[config.mk]
export PLATFORM = sky130hd
export DESIGN_NAME = elevator_ctrl
export DESIGN_NICKNAME = d
export VERILOG_FILES = /design/src/rtl/elevator_ctrl.sv
export SDC_FILE = /design/constraint.sdc
export NUM_CORES = 1
export LEC_CHECK = 0
export CAP_MARGIN = 20
export CORE_MARGIN = 4
export CORE_UTILIZATION = 30
export DETAILED_ROUTE_END_ITERATION = 7
export GPL_ROUTABILITY_DRIVEN = 0
export PLACE_DENSITY = 0.56
export SYNTH_ARGS = -nofsm -noshare
export SYNTH_HDL_FRONTEND = slang
export SYNTH_SLANG_ARGS = --single-unit
[constraint.sdc]
create_clock -name clk -period 4.1 [get_ports clk]
set_input_delay 1.23 -clock clk [delete_from_list [all_inputs] [get_ports clk]]
set_output_delay 1.23 -clock clk [all_outputs]
set_load 0.05 [all_outputs]
[src/rtl/elevator_ctrl.sv]
// SCAN (collective up/down) car sequencer: one floor per MOVE_CYCLES, door held DOOR_CYCLES,
// one-cycle clear pulses back to the request latch for every floor served.
module elevator_ctrl #(
    parameter int BUTTONS_WIDTH = 8,
    parameter int FLOOR_W       = 3,
    parameter int MOVE_CYCLES   = 16,
    parameter int DOOR_CYCLES   = 32
) (
    input  logic                     clk,
    input  logic                     reset,
    input  logic [BUTTONS_WIDTH-1:0] active_in_levels,
    input  logic [BUTTONS_WIDTH-1:0] active_out_up_levels,
    input  logic [BUTTONS_WIDTH-1:0] active_out_down_levels,
    output logic [FLOOR_W-1:0]       floor,
    output logic                     direction,
    output logic                     moving,
    output logic                     door_open,
    output logic [BUTTONS_WIDTH-1:0] clr_in,
    output logic [BUTTONS_WIDTH-1:0] clr_up,
    output logic [BUTTONS_WIDTH-1:0] clr_down
);

    // state  | meaning
    // S_IDLE | car parked, choosing: open here, start up, start down, or wait
    // S_MOVE | travelling; stop test runs on the floor being arrived at
    // S_DOOR | door open for DOOR_CYCLES cycles
    typedef enum logic [1:0] {S_IDLE, S_MOVE, S_DOOR} state_t;

    localparam int CNT_MAX = (MOVE_CYCLES > DOOR_CYCLES) ? MOVE_CYCLES : DOOR_CYCLES;
    localparam int CNT_W   = (CNT_MAX > 1) ? $clog2(CNT_MAX) : 1;
    localparam logic [CNT_W-1:0] MOVE_LAST = CNT_W'(MOVE_CYCLES - 1);
    localparam logic [CNT_W-1:0] DOOR_LAST = CNT_W'(DOOR_CYCLES - 1);

    typedef logic [BUTTONS_WIDTH-1:0] vec_t;

    function automatic logic bit_at(input vec_t v, input logic [FLOOR_W-1:0] f);
        bit_at = 1'b0;
        for (int i = 0; i < BUTTONS_WIDTH; i++)
            if (i == int'(f)) bit_at = v[i];
    endfunction

    function automatic logic any_above(input vec_t v, input logic [FLOOR_W-1:0] f);
        any_above = 1'b0;
        for (int i = 0; i < BUTTONS_WIDTH; i++)
            if (i > int'(f) && v[i]) any_above = 1'b1;
    endfunction

    function automatic logic any_below(input vec_t v, input logic [FLOOR_W-1:0] f);
        any_below = 1'b0;
        for (int i = 0; i < BUTTONS_WIDTH; i++)
            if (i < int'(f) && v[i]) any_below = 1'b1;
    endfunction

    function automatic vec_t onehot(input logic [FLOOR_W-1:0] f);
        onehot = '0;
        for (int i = 0; i < BUTTONS_WIDTH; i++)
            onehot[i] = (i == int'(f));
    endfunction

    state_t               state_q;
    logic [FLOOR_W-1:0]   floor_q, floor_d;
    logic                 dir_q, moving_q, door_q;
    vec_t                 clr_in_q, clr_up_q, clr_down_q;
    logic [CNT_W-1:0]     cnt_q;

    vec_t req, oh_f, oh_n;
    logic at_floor, above, below, above_n, below_n, stop_n, ahead_n;

    always_comb begin
        req      = active_in_levels | active_out_up_levels | active_out_down_levels;
        at_floor = bit_at(req, floor_q);
        above    = any_above(req, floor_q);
        below    = any_below(req, floor_q);
        floor_d  = dir_q ? floor_q + FLOOR_W'(1) : floor_q - FLOOR_W'(1);
        above_n  = any_above(req, floor_d);
        below_n  = any_below(req, floor_d);
        oh_f     = onehot(floor_q);
        oh_n     = onehot(floor_d);
        // Hall calls against travel are only taken at the turnaround floor.
        stop_n   = bit_at(active_in_levels, floor_d)
                 | ( dir_q & bit_at(active_out_up_levels,   floor_d))
                 | (!dir_q & bit_at(active_out_down_levels, floor_d))
                 | ( dir_q & !above_n & bit_at(active_out_down_levels, floor_d))
                 | (!dir_q & !below_n & bit_at(active_out_up_levels,   floor_d));
        ahead_n  = dir_q ? above_n : below_n;
    end

    always_ff @(posedge clk or negedge reset) begin
        if (!reset) begin
            state_q    <= S_IDLE;
            floor_q    <= '0;
            dir_q      <= 1'b1;
            moving_q   <= 1'b0;
            door_q     <= 1'b0;
            clr_in_q   <= '0;
            clr_up_q   <= '0;
            clr_down_q <= '0;
            cnt_q      <= '0;
        end else begin
            clr_in_q   <= '0;
            clr_up_q   <= '0;
            clr_down_q <= '0;
            case (state_q)
                S_IDLE: begin
                    cnt_q <= '0;
                    if (at_floor) begin
                        state_q    <= S_DOOR;
                        door_q     <= 1'b1;
                        clr_in_q   <= oh_f;
                        clr_up_q   <= oh_f;
                        clr_down_q <= oh_f;
                    end else if (above && (dir_q || !below)) begin
                        dir_q    <= 1'b1;
                        state_q  <= S_MOVE;
                        moving_q <= 1'b1;
                    end else if (below) begin
                        dir_q    <= 1'b0;
                        state_q  <= S_MOVE;
                        moving_q <= 1'b1;
                    end
                end
                S_MOVE: begin
                    if (cnt_q == MOVE_LAST) begin
                        cnt_q   <= '0;
                        floor_q <= floor_d;
                        if (stop_n) begin
                            state_q    <= S_DOOR;
                            moving_q   <= 1'b0;
                            door_q     <= 1'b1;
                            clr_in_q   <= oh_n;
                            clr_up_q   <= (dir_q || !below_n) ? oh_n : '0;
                            clr_down_q <= (!dir_q || !above_n) ? oh_n : '0;
                        end else if (!ahead_n) begin
                            state_q  <= S_IDLE;
                            moving_q <= 1'b0;
                        end
                    end else begin
                        cnt_q <= cnt_q + CNT_W'(1);
                    end
                end
                S_DOOR: begin
                    if (cnt_q == DOOR_LAST) begin
                        cnt_q   <= '0;
                        state_q <= S_IDLE;
                        door_q  <= 1'b0;
                    end else begin
                        cnt_q <= cnt_q + CNT_W'(1);
                    end
                end
                default: state_q <= S_IDLE;
            endcase
        end
    end

    assign floor     = floor_q;
    assign direction = dir_q;
    assign moving    = moving_q;
    assign door_open = door_q;
    assign clr_in    = clr_in_q;
    assign clr_up    = clr_up_q;
    assign clr_down  = clr_down_q;

endmodule

======== After elaboration in Yosys (flattened, before gate mapping) ========
Index checks and enable logic that the tools add are counted.
word-level totals
  register bits ........................... 37
  input bits .............................. 26
  output and inout port bits .............. 30
  word-level logic and storage cells ...... 225
operators by class
  $add $sub $neg .......................... 3
  order comparisons ....................... 28
  equal/unequal tests ..................... 26
  mux-type cells .......................... 99
  bitwise gates (word level) .............. 13
  reduce and logical (&&, ||, !) cells .... 47
operators with widths
  operator             count
  $mux 1               73
  $mux 8               9
  $pmux 8 s2           3
  $logic_and 1x1->1    29
  $eq 3x3->1 const A   8
  $gt 3x3->1 const A   8
  $lt 3x3->1 const A   6
  $or 8x8->8           2
  $pmux 5 s3           1
  $mux 2               7
  $eq 2x3->1 const A   4
  $gt 2x3->1 const A   4
  $lt 1x3->1 const A   4
  $lt 2x3->1 const A   4
  $mux 5               2
  $ne 2x2->1 const B   5
  $reduce_and 5->1     2
  $and 1x1->1          6
  $eq 1x3->1 const A   2
  $gt 1x3->1 const A   2
  $logic_not 3->1      2
  $ne 3x3->1 const B   2
  $pmux 2 s3           1
  $add 5x1->5 const B  1
  other kinds (20)     29

======== Depth between registers and ports, before layout ========
Gate-level depths: netlist of run 1.
  word-level depth ........................ 19
  depth in mapped cells ................... 12
  depth with buffers taken out ............ 9

======== Worst setup path after synthesis of run 1 ========
Ideal clock, no wire load.
  path kind ............................... reg-to-reg
  start ................................... register floor_q[0], in the netlist floor[0]
  end ..................................... register clr_in_q[0], in the netlist clr_in[0]
  setup time .............................. 0.121 ns
  data arrival time ....................... 3.479 ns
  required time ........................... 3.979 ns
  setup slack ............................. 0.500 ns
  cell stages (with the launch flop) ...... 12
  cell sequence ........................... dfrtp_1 -> buf_2 -> inv_1 -> ha_1 -> buf_2 -> xor2_2 -> mux2_1 -> o31ai_2 -> o2bb2ai_1 -> nor4_4 -> nor2_2 -> a22o_1
between the ends
  longest elaborated chain between the ends .. 19
  elaborated cells on any way between the ends .. 109
  those cells by class .................... add/sub: 2; order compare: 14; eq/ne: 14; mux: 51; bitwise: 10; reduce/logical: 18
RTL lines
  item                                                   line        source
  start, declared                                        61          logic [FLOOR_W-1:0] floor_q, floor_d;
  start signal, assigned                                 125         floor_q <= floor_d;
  $sub 3x1->3 / $add 3x1->3 (equally long branches)      74          floor_d = dir_q ? floor_q + FLOOR_W'(1) : floor_q - FLOOR_W'(1);
  $mux 3                                                 74
  $gt 1x3->1 / $logic_not 3->1 (equally long branches)   45, 39, 57
  $logic_and 1x1->1 / $mux 1 (equally long branches)     45, 39
  $mux 1 (on tied branches) (7 in series)                45, 39
  $logic_not 1->1 / $and 1x1->1 (equally long branches)  83, 81
  $and 1x1->1 / $or 1x1->1 (equally long branches)       83, 81
  $and 1x1->1 / $or 1x1->1 (equally long branches)       83, 82
  $or 1x1->1                                             83          | ( dir_q & !above_n & bit_at(active_out_down_levels, floor_d))
  $or 1x1->1                                             84          | (!dir_q & !below_n & bit_at(active_out_up_levels, floor_d));
  $mux 8                                                 126         if (stop_n) begin
  $mux 8                                                 123         if (cnt_q == MOVE_LAST) begin
  $pmux 8 s2 (*)                                         103         case (state_q)
  end signal, assigned                                   109         clr_in_q <= oh_f;
  end signal, assigned                                   130         clr_in_q <= oh_n;
  end, declared                                          63          vec_t clr_in_q, clr_up_q, clr_down_q;
Every way passes the cells marked *; elsewhere a longest branch is shown, timed or not.
A chain may end at the register's enable or synchronous reset.

======== Worst setup path after layout of run 1 ========
  start ................................... input port active_in_levels[6]
  end ..................................... register state_q[0]
between the ends
  longest elaborated chain between the ends .. 13
  elaborated cells on any way between the ends .. 38
  those cells by class .................... eq/ne: 2; mux: 16; bitwise: 10; reduce/logical: 10
RTL lines
  item                       line  source
  start, declared            11    input logic [BUTTONS_WIDTH-1:0] active_in_levels,
  $or 8x8->8 (2 in series)   70    req = active_in_levels | active_out_up_levels | active_out_down_levels;
  $logic_and 1x1->1          45    if (i > int'(f) && v[i]) any_above = 1'b1;
  $mux 1 (2 in series)       45
  $logic_not 1->1            83
  $and 1x1->1 (2 in series)  83
  $or 1x1->1                 83
  $or 1x1->1                 84
  $mux 2                     126
  $mux 2                     123
  $pmux 2 s3                 103
  end signal, assigned       90    state_q <= S_IDLE;
  end signal, assigned       107   state_q <= S_DOOR;
  end signal, assigned       127   state_q <= S_DOOR;
  end, declared              60    state_t state_q;
Parallel ways exist; a longest one is shown, timed or not. The select of a mux whose other input is x is not followed.

==> run summary, run 1 <==
Status -> complete, no violations
Crit path DAT -> 3.81 ns
Crit path largest cell delay -> 0.53 ns
Layout cells sized above 1 -> 11.6%
Vias -> 2,421
GR Overflow Total -> 0
Area growth from synthesis to layout -> 31.0%
Drt pass-1 iters -> 4
Global-route wire length before repair -> 12,100 um
Post-synth EDFFs -> 0
GRT Overall Usage -> 14.9%
NumNets Final -> 377
Initial antenna violation count -> 0
Final hold vios -> 0
Vias in the first global route -> 2,424
Fmax achieved -> 279 MHz
Worst path top cell family by delay -> simple AND/OR/NAND/NOR gates
Hold Path Class -> reg2reg
H-tree depth -> 2
Synth Net Count -> 320
Slew Limit Headroom -> 38.8%
Fill count -> 829
Clock sink count -> 37
DPL Wire Length -> 5760 um
Least-Margin Pin Slew -> 0.908 ns
Final TNS setup -> 0 ns
Critical Path End Type -> flip-flop
Peak fanout along the critical path -> 7
Synth cell types -> 58
Ports -> 56
PwrDens -> 481 mW/mm2
Asr flop ratio synth -> 100%
Critical Path, Cell by Cell -> clkdlybuf4s50_1, or3_1, a22oi_1, o2111ai_1, and2_1, or2_2, a311oi_1, mux2i_1
Post-Syn Instances -> 279
Chip Width -> 101 um
Setup Skew -> 0.0129 ns
Maximum number of pins on one net before global-route repair -> 38
Setup crit start kind -> primary input
Sequential area share after synthesis -> 35.7%
Post-CTS Resized -> 0
#FFs+latches synth -> 37
Initial core utilization -> 31.2%
Residual DRC -> 0
Bufs on Longest Clock Path -> 2
Max-slew violation count -> 0
Tmin final -> 3.59 ns
Post-layout util -> 40.8%
Clk_lat worst skew -> 0.30 ns
VDD IR-drop max -> 0.201 mV
Max-cap violations -> 0
Crit share post-route -> 87.6%
Die Span Y -> 101 um
Routed Antenna Nets -> 0
Most frequent cells in the layout -> clkdlybuf4s50_1, dfrtp_1, nand2_1
Leak pwr -> 1.42 nW
Commonest non-fill, non-tap cell in the layout -> clkdlybuf4s50_1
CP max stage cell -> or3_1
Post-Syn Area -> 0.00260 mm2
Setup violators final -> 0
Critical path class -> in2reg
Hold buffers post-CTS -> 0
WP data required -> 4.32 ns
N_diodes -> 0
Synth Area per Inst -> 9.32 um2
CTS root buffer -> clkbuf_8
Core area -> 0.00834 mm2
CTS Buf Count -> 5
Buffers on Ports -> 55
Yosys warns -> 0
Die ar. -> 0.0102 mm2
Post-CTS Setup Bufs -> 0
Rows -> 33
Worst-path clk slew -> 0.08 ns
WP buf/inv -> 1
Starting DRT DRC Count -> 152
Routed wire length -> 7550 um
RSZ-0062 raised after global routing -> false
Vias per inst -> 5.48
Wire per inst -> 17.1 um
Most used DFF post-synth -> dfrtp_1
TritonCTS clock tree -> yes
per-stage QoR:
step | hold slack (ns) | std cells | power (mW) | instance area [um2] | setup slack [ns]
4_1_cts | 0.488 | 442 | 1.65 | 3410 | 0.522
5_1_grt | 0.508 | 442 | 1.75 | 3410 | 0.283
3_5_place_dp | 0.472 | 434 | 1.31 | 3290 | 0.220
6_report | 0.481 | 442 | 1.64 | 3410 | 0.510
2_1_floorplan | 0.437 | 279 | 1.05 | 2600 | 0.500
3_3_place_gp | 0.463 | 434 | 1.30 | 3290 | 0.230
path summary, 6_finish.rpt:
path	start	endpoint	slack [ns]	cells after the start
max in group asynchronous	reset	direction	2.39	2
setup reg to reg	floor[0]	clr_in[0]	0.53	9
setup / recovery	active_in_levels[6]	state_q[0]	0.51	8
hold / removal	cnt_q[3]	cnt_q[3]	0.48	1
min in group asynchronous	reset	state_q[1]	1.36	2
hold reg to reg	cnt_q[3]	cnt_q[3]	0.48	1
cell families after synthesis:
kind of cell	Yosys count	synth area share [%]
AOI/OAI and AO/OA	99	27.7
xor gates and xnor gates	3	1.59
adders and majority gates	15	7.22
buffers and inverters	27	4.14
DFF	37	35.7
muxes	11	6.30
and+or+nand+nor	87	17.4
power breakdown:
| group | leakage (nW) | internal [mW] | total, mW | switching (mW) |
|---|---|---|---|---|
| clock network | 0.0574 | 0.198 | 0.338 | 0.140 |
| logic | 0.862 | 0.321 | 0.857 | 0.536 |
| registers | 0.497 | 0.413 | 0.445 | 0.0320 |
| total | 1.42 | 0.932 | 1.64 | 0.708 |
routing by layer:
layer / routed length (um) / vias up / track usage (%) / part of all wire [%]
met4: 176 / 0 / 4.70 / 2.3
met3: 440 / 12 / 3.04 / 5.8
met2: 3690 / 77 / 24.5 / 49
li1: - / 1156 / - / -
met5: 0 / - / 0 / 0
met1: 3250 / 1176 / 19.4 / 43
sequential cells by signal, summed over array words and instances (netlist names):
name and cells:
moving 1, clr_down 8, state_q 2, cnt_q 5
clr_up 8, clr_in 8, door_open 1, direction 1
floor 3
area by class of cell:
| cell class | count | area (um2) | share of cell area, % |
|---|---|---|---|
| multi-input cells | 215 | 1570 | 45.9 |
| flip-flops and latches | 37 | 927 | 27.2 |
| repair buffers | 63 | 611 | 17.9 |
| well taps | 105 | 131 | 3.86 |
| clock buffers | 6 | 82.6 | 2.42 |
| inverters | 14 | 52.6 | 1.54 |
| clock inverters | 2 | 37.5 | 1.10 |
cell usage after synthesis, drive strengths merged (3+ instances only):
cell,instances,area [um2]
dfrtp,36,901
nor2,19,73.8
nor2b,3,18.8
buf,6,28.8
nand2,22,82.6
nor3,10,60.1
ha,15,188
o22ai,4,25.0
inv,14,52.6
a22oi,5,37.5
a21bo,6,60.1
a21o,8,60.1
mux4,4,90.1
nand2b,4,25.0
and3,4,25.0
nand3,6,30.0
clkbuf,7,26.3
mux2,3,33.8
o221ai,3,26.3
a21oi,15,75.1
or2,3,18.8
o21ai,18,90.1
nor4,3,33.8
mux2i,4,40.0
a22o,12,105
or3,8,50.1
Power figures use the tool's default switching activity.
==> run 2: changes to the inputs <==
--- a/config.mk
+++ b/config.mk
@@ -8,9 +8,12 @@
 export CAP_MARGIN = 20
 export CORE_MARGIN = 4
 export CORE_UTILIZATION = 30
+export CTS_BUF_LIST = sky130_fd_sc_hd__clkbuf_8
 export DETAILED_ROUTE_END_ITERATION = 7
 export GPL_ROUTABILITY_DRIVEN = 0
 export PLACE_DENSITY = 0.56
+export REMOVE_ABC_BUFFERS = 1
+export SKIP_CTS_REPAIR_TIMING = 1
 export SYNTH_ARGS = -nofsm -noshare
 export SYNTH_HDL_FRONTEND = slang
 export SYNTH_SLANG_ARGS = --single-unit
==> run 2 against run 1 <==
Core utilization fell by 0.090 points. Hold slack got worse by 0.0014 ns. Count of clock-buffer cells in the layout did not move. Sequential cell count did not move. Sequential power rose by 1%. Global-route usage barely moved. Register-to-register slack got worse by 0.08 ns. Setup slack got worse by 0.064 ns. Final area fell by 0.22%. Die area did not move. Highest routed layer unchanged.
==> run summary, run 2 (synthesis results as in run 1) <==
Reg2reg path depth -> 10
Worst setup margin -> 0.447 ns
Die ar. -> 0.0102 mm2
Hold Path Class -> reg2reg
Buffers on Ports -> 55
Minimum setup slack among reg-to-reg paths -> 0.45 ns
Ports -> 56
Status -> complete, no violations
Critical Path End Type -> flip-flop
PwrDens -> 475 mW/mm2
Max-cap violations -> 0
N_diodes -> 0
Die Span Y -> 101 um
Core area -> 0.00834 mm2
Routed Antenna Nets -> 0
Rows -> 33
R2r endpoint -> clr_up[1]
RSZ-0062 raised after global routing -> false
Routed wire length -> 7210 um
Layout cells sized above 1 -> 11.3%
Setup Skew -> 0.00917 ns
Post-layout util -> 40.8%
Setup crit start kind -> flip-flop
Final TNS setup -> 0 ns
Logic pwr share -> 52.1%
Final Instance Count excl. Fillers -> 441
Initial core utilization -> 31.2%
Vias in the first global route -> 2,409
TritonCTS clock tree -> yes
H-tree depth -> 2
Clock sink count -> 37
Drt pass-1 iters -> 4
Critical path class -> reg2reg
Switching power -> 685 uW
Crit share post-route -> 89.1%
Starting DRT DRC Count -> 150
Area growth from synthesis to layout -> 30.8%
Bufs on Longest Clock Path -> 2
Hold_sp -> cnt_q[3]
Tmin final -> 3.65 ns
Hold EP -> cnt_q[3]
Peak fanout along the critical path -> 9
Clk pwr share -> 20.0%
Worst-path clk slew -> 0.08 ns
Least-Margin Pin Slew -> 0.978 ns
Worst hold path cell count -> 1
Internal Pwr Total -> 931 uW
Final hold vios -> 0
Most frequent cells in the layout -> clkdlybuf4s50_1, dfrtp_1, nand2_1
Launching point of the worst reg2reg path -> floor[0]
Sequential power share -> 27.9%
CTS Buf Count -> 5
GR Overflow Total -> 0
Global-route wire length before repair -> 12,100 um
Residual DRC -> 0
Slew Limit Headroom -> 34.1%
CTS root buffer -> clkbuf_8
Setup violators final -> 0
Clk_lat worst skew -> 0.28 ns
Maximum number of pins on one net before global-route repair -> 38
Wire per inst -> 16.3 um
NumNets Final -> 376
Crit path DAT -> 3.82 ns
Vias -> 2,391
Switching share of power -> 42.4%
DPL Wire Length -> 5650 um
Max-slew violation count -> 0
Vias per inst -> 5.42
WP data required -> 4.26 ns
Cells after DPL -> 433
Leak pwr -> 1.41 nW
Commonest non-fill, non-tap cell in the layout -> clkdlybuf4s50_1
Worst slack, placed -> 0.335 ns
VDD IR-drop max -> 0.240 mV
Initial antenna violation count -> 0
Fmax achieved -> 274 MHz
GRT Overall Usage -> 14.8%
Chip Width -> 101 um
## run 2: how the worst max path moves through the flow
| stage | start | end | slack (ns) | cells after the start |
|---|---|---|---|---|
| finish | floor[0] | clr_up[1] | 0.45 | 10 |
| global route | floor[0] | clr_down[1] | 0.15 | 9 |
| CTS | floor[0] | clr_in[1] | 0.48 | 9 |
| detailed placement | active_in_levels[6] | state_q[0] | 0.33 | 8 |
| global placement | active_in_levels[1] | clr_down[5] | 0.28 | 8 |
| floorplan | floor[0] | clr_in[0] | -0.07 | 9 |
## run 2: final cells by class
class | instances | area (um2)
clock buffers | 6 | 82.6
clock inverters | 2 | 37.5
fillers | 850 | 4940
inverters | 14 | 52.6
multi-input cells | 215 | 1570
flip-flops and latches | 37 | 927
well taps | 105 | 131
repair buffers | 62 | 603
## run 2: critical path, stage by stage (launching register included)
cell and delay (ns):
dfrtp_1 0.54, inv_1 0.23, ha_1 0.28, xor2_2 0.20, o21ai_0 0.81, mux2i_1 0.27
o2bb2ai_1 0.15, nor4_4 0.56, nor3_2 0.08, buf_4 0.19, a22o_1 0.21
## run 2: per-layer routing
metal  wire [um]  GRT usage [%]  vias to the layer above
met2        3520           24.2                       76
met4         134           4.81                        0
met1        3060           19.5                     1153
met5           0              0                        -
met3         498           3.32                        9
li1            -              -                     1153
## run 2: power groups by stage
stage | Combinational [mW] | Sequential (mW) | Clock (mW)
2_1_floorplan | 0.467 | 0.577 | 0
4_1_cts | 0.841 | 0.451 | 0.334
3_3_place_gp | 0.832 | 0.456 | 0
3_5_place_dp | 0.838 | 0.459 | 0
5_1_grt | 0.925 | 0.459 | 0.348
6_report | 0.841 | 0.450 | 0.324
## run 2: per-stage QoR
stage	power [mW]	instance area [um2]	hold WS, ns
finish	1.62	3400	0.479
global route	1.73	3400	0.501
CTS	1.63	3400	0.483
detailed placement	1.30	3280	0.468
global placement	1.29	3280	0.462
floorplan	1.04	2540	0.437
